## config.mk

```make
export PLATFORM = sky130hd
export DESIGN_NAME = spi_master_tx_flat
export DESIGN_NICKNAME = d
export VERILOG_FILES = /design/src/rtl/spi_master_tx_if.sv /design/src/rtl/spi_master_tx.sv /design/src/flat_wrapper.sv
export SDC_FILE = /design/constraint.sdc
export NUM_CORES = 1
export LEC_CHECK = 0
export CAP_MARGIN = 15
export CORE_ASPECT_RATIO = 0.75
export CORE_MARGIN = 2
export CORE_UTILIZATION = 47
export DETAILED_ROUTE_END_ITERATION = 16
export PLACE_DENSITY = 0.72
export SLEW_MARGIN = 20
export SYNTH_ARGS = -nofsm -noshare
export SYNTH_HDL_FRONTEND = slang
export SYNTH_SLANG_ARGS = --single-unit
```

## constraint.sdc

```tcl
create_clock -name clk -period 1.45 [get_ports clk]
set_input_delay 0.145 -clock clk [delete_from_list [all_inputs] [get_ports clk]]
set_output_delay 0.145 -clock clk [all_outputs]
set_load 0.01 [all_outputs]
```

## src/rtl/spi_master_tx_if.sv

```systemverilog
// spi_master_tx_if -- bundle of the local handshake and SPI pins of spi_master_tx.
//
// Signals:
//   start    request a frame (local logic -> master)
//   tx_data  frame to send (local logic -> master)
//   rx_data  last received frame (master -> local logic)
//   busy     frame in progress, including the inter-frame gap
//   done     one-cycle pulse at frame end
//   sck      SPI clock, idles low
//   mosi     master data out
//   miso     slave data in
//   cs_n     active-low frame select
//
// Modports:
//   master  the spi_master_tx side
//   slave   the side that drives start/tx_data/miso and observes the rest
interface spi_master_tx_if #(
  parameter int DATA_W = 8
);
  logic              start;
  logic [DATA_W-1:0] tx_data;
  logic [DATA_W-1:0] rx_data;
  logic              busy;
  logic              done;
  logic              sck;
  logic              mosi;
  logic              miso;
  logic              cs_n;

  modport master (
    input  start, tx_data, miso,
    output rx_data, busy, done, sck, mosi, cs_n
  );

  modport slave (
    output start, tx_data, miso,
    input  rx_data, busy, done, sck, mosi, cs_n
  );
endinterface

```

## src/rtl/spi_master_tx.sv

```systemverilog
// spi_master_tx -- SPI mode-0 master, MSB first, one DATA_W-bit frame per start.
//
// Ports:
//   clk    system clock
//   reset  asynchronous, active-high reset
//   bus    spi_master_tx_if.master: start/tx_data/busy/done/rx_data handshake
//          toward local logic plus sck/mosi/miso/cs_n toward the slave
//
// Frame timeline (edge 0 = accepting edge, D = CLK_DIV):
//   cs_n falls and mosi carries the MSB at edge 0, sck rises at D, then
//   DATA_W pulses of D high / D low, a final D-long low phase, a D-long
//   hold, and done at edge (2*DATA_W+2)*D. busy drops GAP_CYCLES later.
// All outputs come straight from registers.
module spi_master_tx #(
  parameter int CLK_DIV    = 2,
  parameter int DATA_W     = 8,
  parameter int GAP_CYCLES = 2
) (
  input logic            clk,
  input logic            reset,
  spi_master_tx_if.master bus
);

  localparam int DIV_W    = (CLK_DIV > 1) ? $clog2(CLK_DIV) : 1;
  localparam int BIT_W    = $clog2(DATA_W + 1);
  localparam int GAP_W    = (GAP_CYCLES > 1) ? $clog2(GAP_CYCLES) : 1;
  localparam int GAP_LAST = (GAP_CYCLES > 0) ? GAP_CYCLES - 1 : 0;

  localparam logic [DIV_W-1:0] DIV_LAST   = DIV_W'(CLK_DIV - 1);
  localparam logic [BIT_W-1:0] BIT_FULL   = BIT_W'(DATA_W);
  localparam logic [BIT_W-1:0] BIT_LAST   = BIT_W'(DATA_W - 1);
  localparam logic [GAP_W-1:0] GAP_LAST_V = GAP_W'(GAP_LAST);

  typedef enum logic [2:0] {
    IDLE,
    SETUP,
    SHIFT,
    HOLD,
    GAP
  } state_t;

  state_t            state_q, state_d;
  logic [DIV_W-1:0]  div_cnt_q, div_cnt_d;
  logic [BIT_W-1:0]  bit_cnt_q, bit_cnt_d;
  logic [GAP_W-1:0]  gap_cnt_q, gap_cnt_d;
  logic [DATA_W-1:0] tx_sh_q, tx_sh_d;
  logic [DATA_W-1:0] rx_sh_q, rx_sh_d;
  logic [DATA_W-1:0] rx_data_q, rx_data_d;
  logic              sck_q, sck_d;
  logic              mosi_q, mosi_d;
  logic              cs_n_q, cs_n_d;
  logic              busy_q, busy_d;
  logic              done_q, done_d;

  logic phase_end;
  logic gap_end;

  // Last clk cycle of the current sck half-period (or SETUP/HOLD wait).
  assign phase_end = (div_cnt_q == DIV_LAST);
  assign gap_end   = (gap_cnt_q == GAP_LAST_V);

  always_ff @(posedge clk or posedge reset) begin
    if (reset) begin
      state_q   <= IDLE;
      div_cnt_q <= '0;
      bit_cnt_q <= '0;
      gap_cnt_q <= '0;
      tx_sh_q   <= '0;
      rx_sh_q   <= '0;
      rx_data_q <= '0;
      sck_q     <= 1'b0;
      mosi_q    <= 1'b0;
      cs_n_q    <= 1'b1;
      busy_q    <= 1'b0;
      done_q    <= 1'b0;
    end else begin
      state_q   <= state_d;
      div_cnt_q <= div_cnt_d;
      bit_cnt_q <= bit_cnt_d;
      gap_cnt_q <= gap_cnt_d;
      tx_sh_q   <= tx_sh_d;
      rx_sh_q   <= rx_sh_d;
      rx_data_q <= rx_data_d;
      sck_q     <= sck_d;
      mosi_q    <= mosi_d;
      cs_n_q    <= cs_n_d;
      busy_q    <= busy_d;
      done_q    <= done_d;
    end
  end

  always_comb begin
    state_d   = state_q;
    div_cnt_d = '0;
    bit_cnt_d = bit_cnt_q;
    gap_cnt_d = '0;
    tx_sh_d   = tx_sh_q;
    rx_sh_d   = rx_sh_q;
    rx_data_d = rx_data_q;
    sck_d     = sck_q;
    mosi_d    = mosi_q;
    cs_n_d    = cs_n_q;
    busy_d    = busy_q;
    done_d    = 1'b0;

    case (state_q)
      IDLE: begin
        if (bus.start) begin
          tx_sh_d   = bus.tx_data;
          mosi_d    = bus.tx_data[DATA_W-1];
          rx_sh_d   = '0;
          bit_cnt_d = '0;
          cs_n_d    = 1'b0;
          busy_d    = 1'b1;
          state_d   = SETUP;
        end
      end

      SETUP: begin
        if (phase_end) begin
          sck_d   = 1'b1;
          state_d = SHIFT;
        end else begin
          div_cnt_d = div_cnt_q + 1'b1;
        end
      end

      SHIFT: begin
        if (!phase_end) begin
          div_cnt_d = div_cnt_q + 1'b1;
        end else if (sck_q) begin
          // Falling edge: sample miso before the slave reacts to this edge,
          // then present the next bit for the following rising edge.
          sck_d     = 1'b0;
          rx_sh_d   = {rx_sh_q[DATA_W-2:0], bus.miso};
          bit_cnt_d = bit_cnt_q + 1'b1;
          if (bit_cnt_q < BIT_LAST) begin
            tx_sh_d = tx_sh_q << 1;
            mosi_d  = tx_sh_q[DATA_W-2];
          end
        end else if (bit_cnt_q < BIT_FULL) begin
          sck_d = 1'b1;
        end else begin
          // Final low phase has run its full length; sck stays low.
          state_d = HOLD;
        end
      end

      HOLD: begin
        if (!phase_end) begin
          div_cnt_d = div_cnt_q + 1'b1;
        end else begin
          cs_n_d    = 1'b1;
          rx_data_d = rx_sh_q;
          done_d    = 1'b1;
          mosi_d    = 1'b0;
          if (GAP_CYCLES == 0) begin
            busy_d  = 1'b0;
            state_d = IDLE;
          end else begin
            state_d = GAP;
          end
        end
      end

      GAP: begin
        if (gap_end) begin
          busy_d  = 1'b0;
          state_d = IDLE;
        end else begin
          gap_cnt_d = gap_cnt_q + 1'b1;
        end
      end

      default: state_d = IDLE;
    endcase
  end

  assign bus.sck     = sck_q;
  assign bus.mosi    = mosi_q;
  assign bus.cs_n    = cs_n_q;
  assign bus.busy    = busy_q;
  assign bus.done    = done_q;
  assign bus.rx_data = rx_data_q;

endmodule

```

## src/flat_wrapper.sv

```systemverilog
// flat-port wrapper written by rule: the top's interface ports become plain ports
module spi_master_tx_flat 
#(
  parameter int CLK_DIV    = 2,
  parameter int DATA_W     = 8,
  parameter int GAP_CYCLES = 2
)
  (clk, reset, bus_start, bus_tx_data, bus_miso, bus_rx_data, bus_busy, bus_done, bus_sck, bus_mosi, bus_cs_n);
  spi_master_tx_if #(.DATA_W(DATA_W)) bus_i ();
  input logic clk;
  input logic reset;
  input wire logic [$bits(bus_i.start)-1:0] bus_start;
  input wire logic [$bits(bus_i.tx_data)-1:0] bus_tx_data;
  input wire logic [$bits(bus_i.miso)-1:0] bus_miso;
  output wire logic [$bits(bus_i.rx_data)-1:0] bus_rx_data;
  output wire logic [$bits(bus_i.busy)-1:0] bus_busy;
  output wire logic [$bits(bus_i.done)-1:0] bus_done;
  output wire logic [$bits(bus_i.sck)-1:0] bus_sck;
  output wire logic [$bits(bus_i.mosi)-1:0] bus_mosi;
  output wire logic [$bits(bus_i.cs_n)-1:0] bus_cs_n;
  assign bus_i.start = bus_start;
  assign bus_i.tx_data = bus_tx_data;
  assign bus_i.miso = bus_miso;
  assign bus_rx_data = bus_i.rx_data;
  assign bus_busy = bus_i.busy;
  assign bus_done = bus_i.done;
  assign bus_sck = bus_i.sck;
  assign bus_mosi = bus_i.mosi;
  assign bus_cs_n = bus_i.cs_n;
  spi_master_tx #(.CLK_DIV(CLK_DIV), .DATA_W(DATA_W), .GAP_CYCLES(GAP_CYCLES)) u_core (.clk(clk), .reset(reset), .bus(bus_i));
endmodule
```

## Word-level counts from Yosys, hierarchy flattened

Cells that the tools add are included.

- Output and inout bits: 13
- Register bits after elaboration: 37
- Logic and storage cells: 88

- Equality and inequality tests: 13
- $add $sub $neg: 3
- Multiplexer cells: 43
- Magnitude comparators: 2
- Reductions and logical operators: 15

Operator list:

| cell | count |
|---|---|
| two-way mux 7 bit | 4 |
| two-way mux 8 bit | 3 |
| two-way mux 3 bit | 7 |
| two-way mux 1 bit | 18 |
| case mux 8 bit (2 select lines) | 1 |
| case mux 3 bit (5 select lines) | 1 |
| case mux 7 bit (2 select lines) | 1 |
| two-way mux 4 bit | 3 |
| != test 2 x 1 -> 1 bit, second input constant | 6 |
| AND reduction 3 bit | 3 |
| case mux 4 bit (2 select lines) | 1 |
| nonzero test 2 bit | 4 |
| AND reduction 7 bit | 1 |
| == test 3 x 2 -> 1 bit, second input constant | 2 |
| != test 2 bit, second input constant | 3 |
| case mux 1 bit (2 select lines) | 3 |
| AND reduction 6 bit | 1 |
| AND reduction 5 bit | 1 |
| adder 4 x 1 -> 4 bit, second input constant | 1 |
| less-than comparator 4 x 3 -> 1 bit, second input constant | 1 |
| less-than comparator 4 bit, second input constant | 1 |
| AND reduction 4 bit | 1 |
| == test 3 x 1 -> 1 bit, second input constant | 1 |
| == test 3 bit, second input constant | 1 |
| other kinds (6) | 7 |

## Longest topological paths before layout

- Depth in word-level cells: 5
- Mapped depth: 6

## Least setup slack after synthesis

OpenSTA, ideal clock, no wires.

- Kind: flip-flop to flip-flop
- Start point: reg u_core.bit_cnt_q[0]
- End point: reg u_core.mosi_q, in the netlist u_core.bus.mosi
- Cell stages (with the launch flop): 6
- Arrival: 1.481 ns
- Library setup time: 0.125 ns
- Clock period less this slack: 1.605 ns
- Setup slack: -0.155 ns
- Path through: dfrtp_1 ha_1 nand2_1 nand3b_1 o311ai_0 mux2_2

- Cells in the longest elaborated chain, start to end: 3

RTL lines:

| element | RTL line | source |
|---|---|---|
| start, declared | spi_master_tx.sv:44 | `logic [BIT_W-1:0] bit_cnt_q, bit_cnt_d;` |
| start signal, assigned | spi_master_tx.sv:79 | `bit_cnt_q <= bit_cnt_d;` |
| less-than comparator 4 x 3 -> 1 bit | spi_master_tx.sv:137 | `if (bit_cnt_q < BIT_LAST) begin` |
| != test 2 x 1 -> 1 bit (no source line) | n/a |  |
| AND reduction 6 bit (no source line) | n/a |  |
| end signal, assigned | spi_master_tx.sv:85 | `mosi_q <= mosi_d;` |
| end, declared | spi_master_tx.sv:50 | `logic mosi_q, mosi_d;` |

Every way passes these cells.
A chain may end at the register's enable or synchronous reset.

## Final worst setup path

- Start point: reg u_core.bit_cnt_q[1]
- End point: reg u_core.mosi_q, in the netlist u_core.bus.mosi

Same word-level chain as after synthesis.

==> results summary <==
The flow ran to the end, but the final reports show violations. The final reports fail on setup timing. TritonCTS built the clock tree. The most common cell in the synthesized netlist is sky130_fd_sc_hd__dfrtp_1. The total wire length came out at ~3700 um. The count of input and output buffers came out at 24. Entering global routing, the biggest net connects 38 pins. Among all flip-flop cells after synthesis, the most frequent one is sky130_fd_sc_hd__dfrtp_1. The placer congestion estimate came out at ~0.8. The mean area per synthesized cell came out at 10.83 sq um. The internal portion of the total power is roughly 0.0028 W. Subtracting the final worst setup slack from the clock period gives between 1 and 1.5 ns. The number of design rule violations left after detail routing came out at 0.

The final period utilization came out at 102.8%. Yosys mapped a number of flops with a built-in enable equal to 0. The die outline height is roughly 55 um. Combinational logic is responsible for between 40% and 50% of the overall power. For this design the total switching power over the nets is between 0.001 and 0.0015 W. In this run the worst setup path terminates at u_core.bus.mosi. After detailed placement, the total cell area comes to 2054 sq um. The clock share of power is 21.4%. The fraction of final layout cells with drive strength greater than 1 is a little over a quarter. The final setup violation count is 1.

The final net count came out at 214. The tightest hold margin is about 0.21 ns. The clock transition time at the flip-flop clock pins of the worst setup and hold paths is 0.07 ns. The worst register-to-register path begins at u_core.bit_cnt_q[1]. The I/O pin count is 25. The number of iterations in the first detailed-routing pass is 4. Summed over all instances, the cell type with the most area after synthesis is sky130_fd_sc_hd__dfrtp_1. The post-synthesis instance area is between 1500 and 2000 sq um. By area the synthesized netlist is led by sky130_fd_sc_hd__dfrtp_1 55%, sky130_fd_sc_hd__nand2_1 6.9%, sky130_fd_sc_hd__mux2_2 6.2%.

The kind of start point of the critical path is a flip-flop. The total power divided by cell area came out at between 1500 and 2000 nW/um^2. The overall die area is about 3900 sq um.

When the netlist entered floorplanning its net count stood at between 150 and 200. The switching power as a share of total power came out at 33.65%. The number of antenna violations at the first check in global routing is 0. Summed over all failing endpoints, the final setup total negative slack is -0.03990 ns.

In this run, CTS created clock tree buffers numbering 5. The area of all placed cells without fillers came out at approximately 2300 sq um. The area fraction of the dominant cell type after synthesis came out at 55.47%.

Setup repair after global routing could not meet its margin everywhere. The pin slew with the least headroom to its limit came out at 0.3576 ns. Sequential cells burn roughly 36% of the power. The row count is 18. The Yosys step of the flow raised 0 warnings.

The total grt overflow is 0. The starting density of the core is 49.39%. The slack of the worst reg-to-reg path is -0.04 ns. The per-cell via count in the routed design came out at 5.289. The count of pins over their slew limit is 0.

The worst endpoint data arrival time came out at around 1.7 ns. The floorplan step defined a core boundary enclosing about 3300 sq um. The utilization after layout came out at 68.99%. The relative max-transition margin is approximately 76%. The maximum fanout count along the critical path came out at 2. The post-detailed-route wirelength per cell is about 15 um.

Summing over every cut layer, the via total after detailed routing is about 1300. The longest clock path from root to sink contains 2 buffers. Yosys mapped the design onto 36 distinct sky130hd cell types. The final-report hold violation count came to 0.

Counting flops with an async set or reset pin after synthesis yields a share of 100.0%. The HPWL after detailed placement came out at between 2000 and 2500 um. The die extent in x is a little over 70 um. The via count of the first global-routing pass came out at 1195. The detail route stage leaves a number of antenna-violating nets equal to 0. The post-route clock skew is between 0.007 and 0.008 ns. For the worst setup path, the data required time is 1.62 ns. The first global-routing pass estimated 5402 um of wire. The number of synthesized register bits is 37. The clock latency reported for the late side of the worst-skew pair is approximately 0.28 ns. Once placement completed, the tool counted placed cells totaling 228.

The area added between synthesis and finish came out at 39.68%. The number of sinks handled by clock tree synthesis came out at 37. The critical path starts at u_core.bit_cnt_q[1]. The top achievable clock speed came out at around 670 MHz.

The first routing iteration left 52 violations. STA classifies the critical path endpoint as a flip-flop. In this run the critical register-to-register path is captured at u_core.bus.mosi.

In the global route stage, overall resource usage came out at about a fifth. The category of the most critical setup path is reg -> reg. The largest voltage drop on the vdd net came out at approximately 0.90 mV.

Sorting the synthesized cells by how often they occur yields 36 x sky130_fd_sc_hd__dfrtp_1, 30 x sky130_fd_sc_hd__nand2_1, 16 x sky130_fd_sc_hd__o21ai_0. The total number of H-tree levels came out at 2. The max-cap check violation count came out at 0. The instance count of the mapped netlist is 150. The number of antenna diodes is 0. In this run the worst hold path is classified as in -> async. Sequential cells were found to cover a little under three fifths of the synthesized design area. For the worst flop-to-flop path, the logic depth is 5. The leakage power summed over all cells is 1.015 nW. The final non-filler cell total came out at 242.

After layout, the worst setup slack is -0.03990 ns. Clock tree synthesis selected as its root buffer the cell sky130_fd_sc_hd__clkbuf_8.
cell families (layout without fill, tap and decap cells):
family	after synthesis	in the layout	synth area share (%)
compound gates	35	35	13.95
xor+xnor	1	1	0.5394
fa+ha+maj	1	1	0.7703
buf+inv	11	62	3.082
flops	37	37	57.09
mux	9	9	6.241
simple gates	56	57	18.34
layout make-up:
type / count / area (sq um)
fill: 238 / 1020
sequential: 37 / 928.4
multi-input combinational: 103 / 695.7
timing repair buffer: 50 / 462.9
clock buffer: 7 / 86.33
tap: 40 / 50.05
clock inverter: 1 / 30.03
inverter: 4 / 15.01
metrics by stage:
step,total power [W],setup WS [ns]
after floorplan,0.002450,0.007178
after global placement,0.003017,-0.06668
after detailed placement,0.003090,-0.09388
after CTS,0.004014,-0.02763
after global routing,0.004469,-0.06502
final,0.004225,-0.03990
registers in the layout, summed over array words and instances (netlist names):
| register | cells |
|---|---|
| u_core.state_q | 3 |
| u_core.bit_cnt_q | 4 |
| u_core.bus.rx_data | 8 |
| u_core.rx_sh_q | 8 |
| u_core.bus.sck | 1 |
| u_core.tx_sh_q | 7 |
| u_core.bus.done | 1 |
| u_core.bus.mosi | 1 |
| u_core.bus.busy | 1 |
| u_core.gap_cnt_q | 1 |
| u_core.div_cnt_q | 1 |
| u_core.bus.cs_n | 1 |
timing repair:
item,4_1_cts,5_1_grt
hold endpoints to repair,0,0
pin swaps,0,4
gates cloned,0,2
buffers inserted,0,4
resized for setup,3,13
setup endpoints to repair,7,26
hold buffers,0,0
critical path, cell delays in order, from the launching register on:
cell and delay [ns]:
sky130_fd_sc_hd__dfrtp_1 0.40, sky130_fd_sc_hd__ha_2 0.20, sky130_fd_sc_hd__nand2_2 0.07, sky130_fd_sc_hd__nand3b_1 0.10
sky130_fd_sc_hd__o311ai_2 0.28, sky130_fd_sc_hd__mux2_4 0.33
routing by layer:
layer | routed length (um) | vias up | GRT usage (%)
met5 | 0 | - | 0
li1 | - | 630 | -
met1 | 1717 | 614 | 23.79
met4 | 37 | 0 | 7.547
met3 | 204 | 4 | 4.710
met2 | 1704 | 32 | 31.17
layout by cell type, fill, tap and decap left out, types with 3 or more instances in the layout:
master,Yosys,routed
sky130_fd_sc_hd__dfrtp_1,36,35
sky130_fd_sc_hd__nand2_1,30,29
sky130_fd_sc_hd__clkdlybuf4s50_1,0,23
sky130_fd_sc_hd__buf_4,1,19
sky130_fd_sc_hd__o21ai_0,16,16
sky130_fd_sc_hd__mux2_2,9,8
sky130_fd_sc_hd__clkbuf_8,0,6
sky130_fd_sc_hd__o22a_1,5,5
sky130_fd_sc_hd__o21a_1,5,5
sky130_fd_sc_hd__buf_6,0,5
sky130_fd_sc_hd__inv_1,4,4
sky130_fd_sc_hd__nor2_1,5,4
sky130_fd_sc_hd__nand3_1,3,3
sky130_fd_sc_hd__nand2b_1,3,3
worst min path at each step:
stage | endpoint | depth (start not counted) | start | slack (ns)
2_1_floorplan | u_core.tx_sh_q[0] | 2 | bus_tx_data[0] | 0.25
6_report | u_core.gap_cnt_q | 3 | reset | 0.21
3_3_place_gp | u_core.bus.cs_n | 2 | u_core.bus.cs_n | 0.46
5_1_grt | u_core.tx_sh_q[6] | 3 | reset | 0.24
4_1_cts | u_core.tx_sh_q[6] | 3 | reset | 0.22
3_5_place_dp | u_core.bus.cs_n | 2 | u_core.bus.cs_n | 0.46
power groups by stage:
stage	Clock (W)	Combinational, W	Sequential, W
finish	0.000905	0.00179	0.00153
floorplan	0	0.000918	0.00153
CTS	0.000921	0.00154	0.00155
detailed placement	0	0.00152	0.00157
global placement	0	0.00147	0.00155
global route	0.000968	0.00194	0.00156
Power figures use the tool's default switching activity.
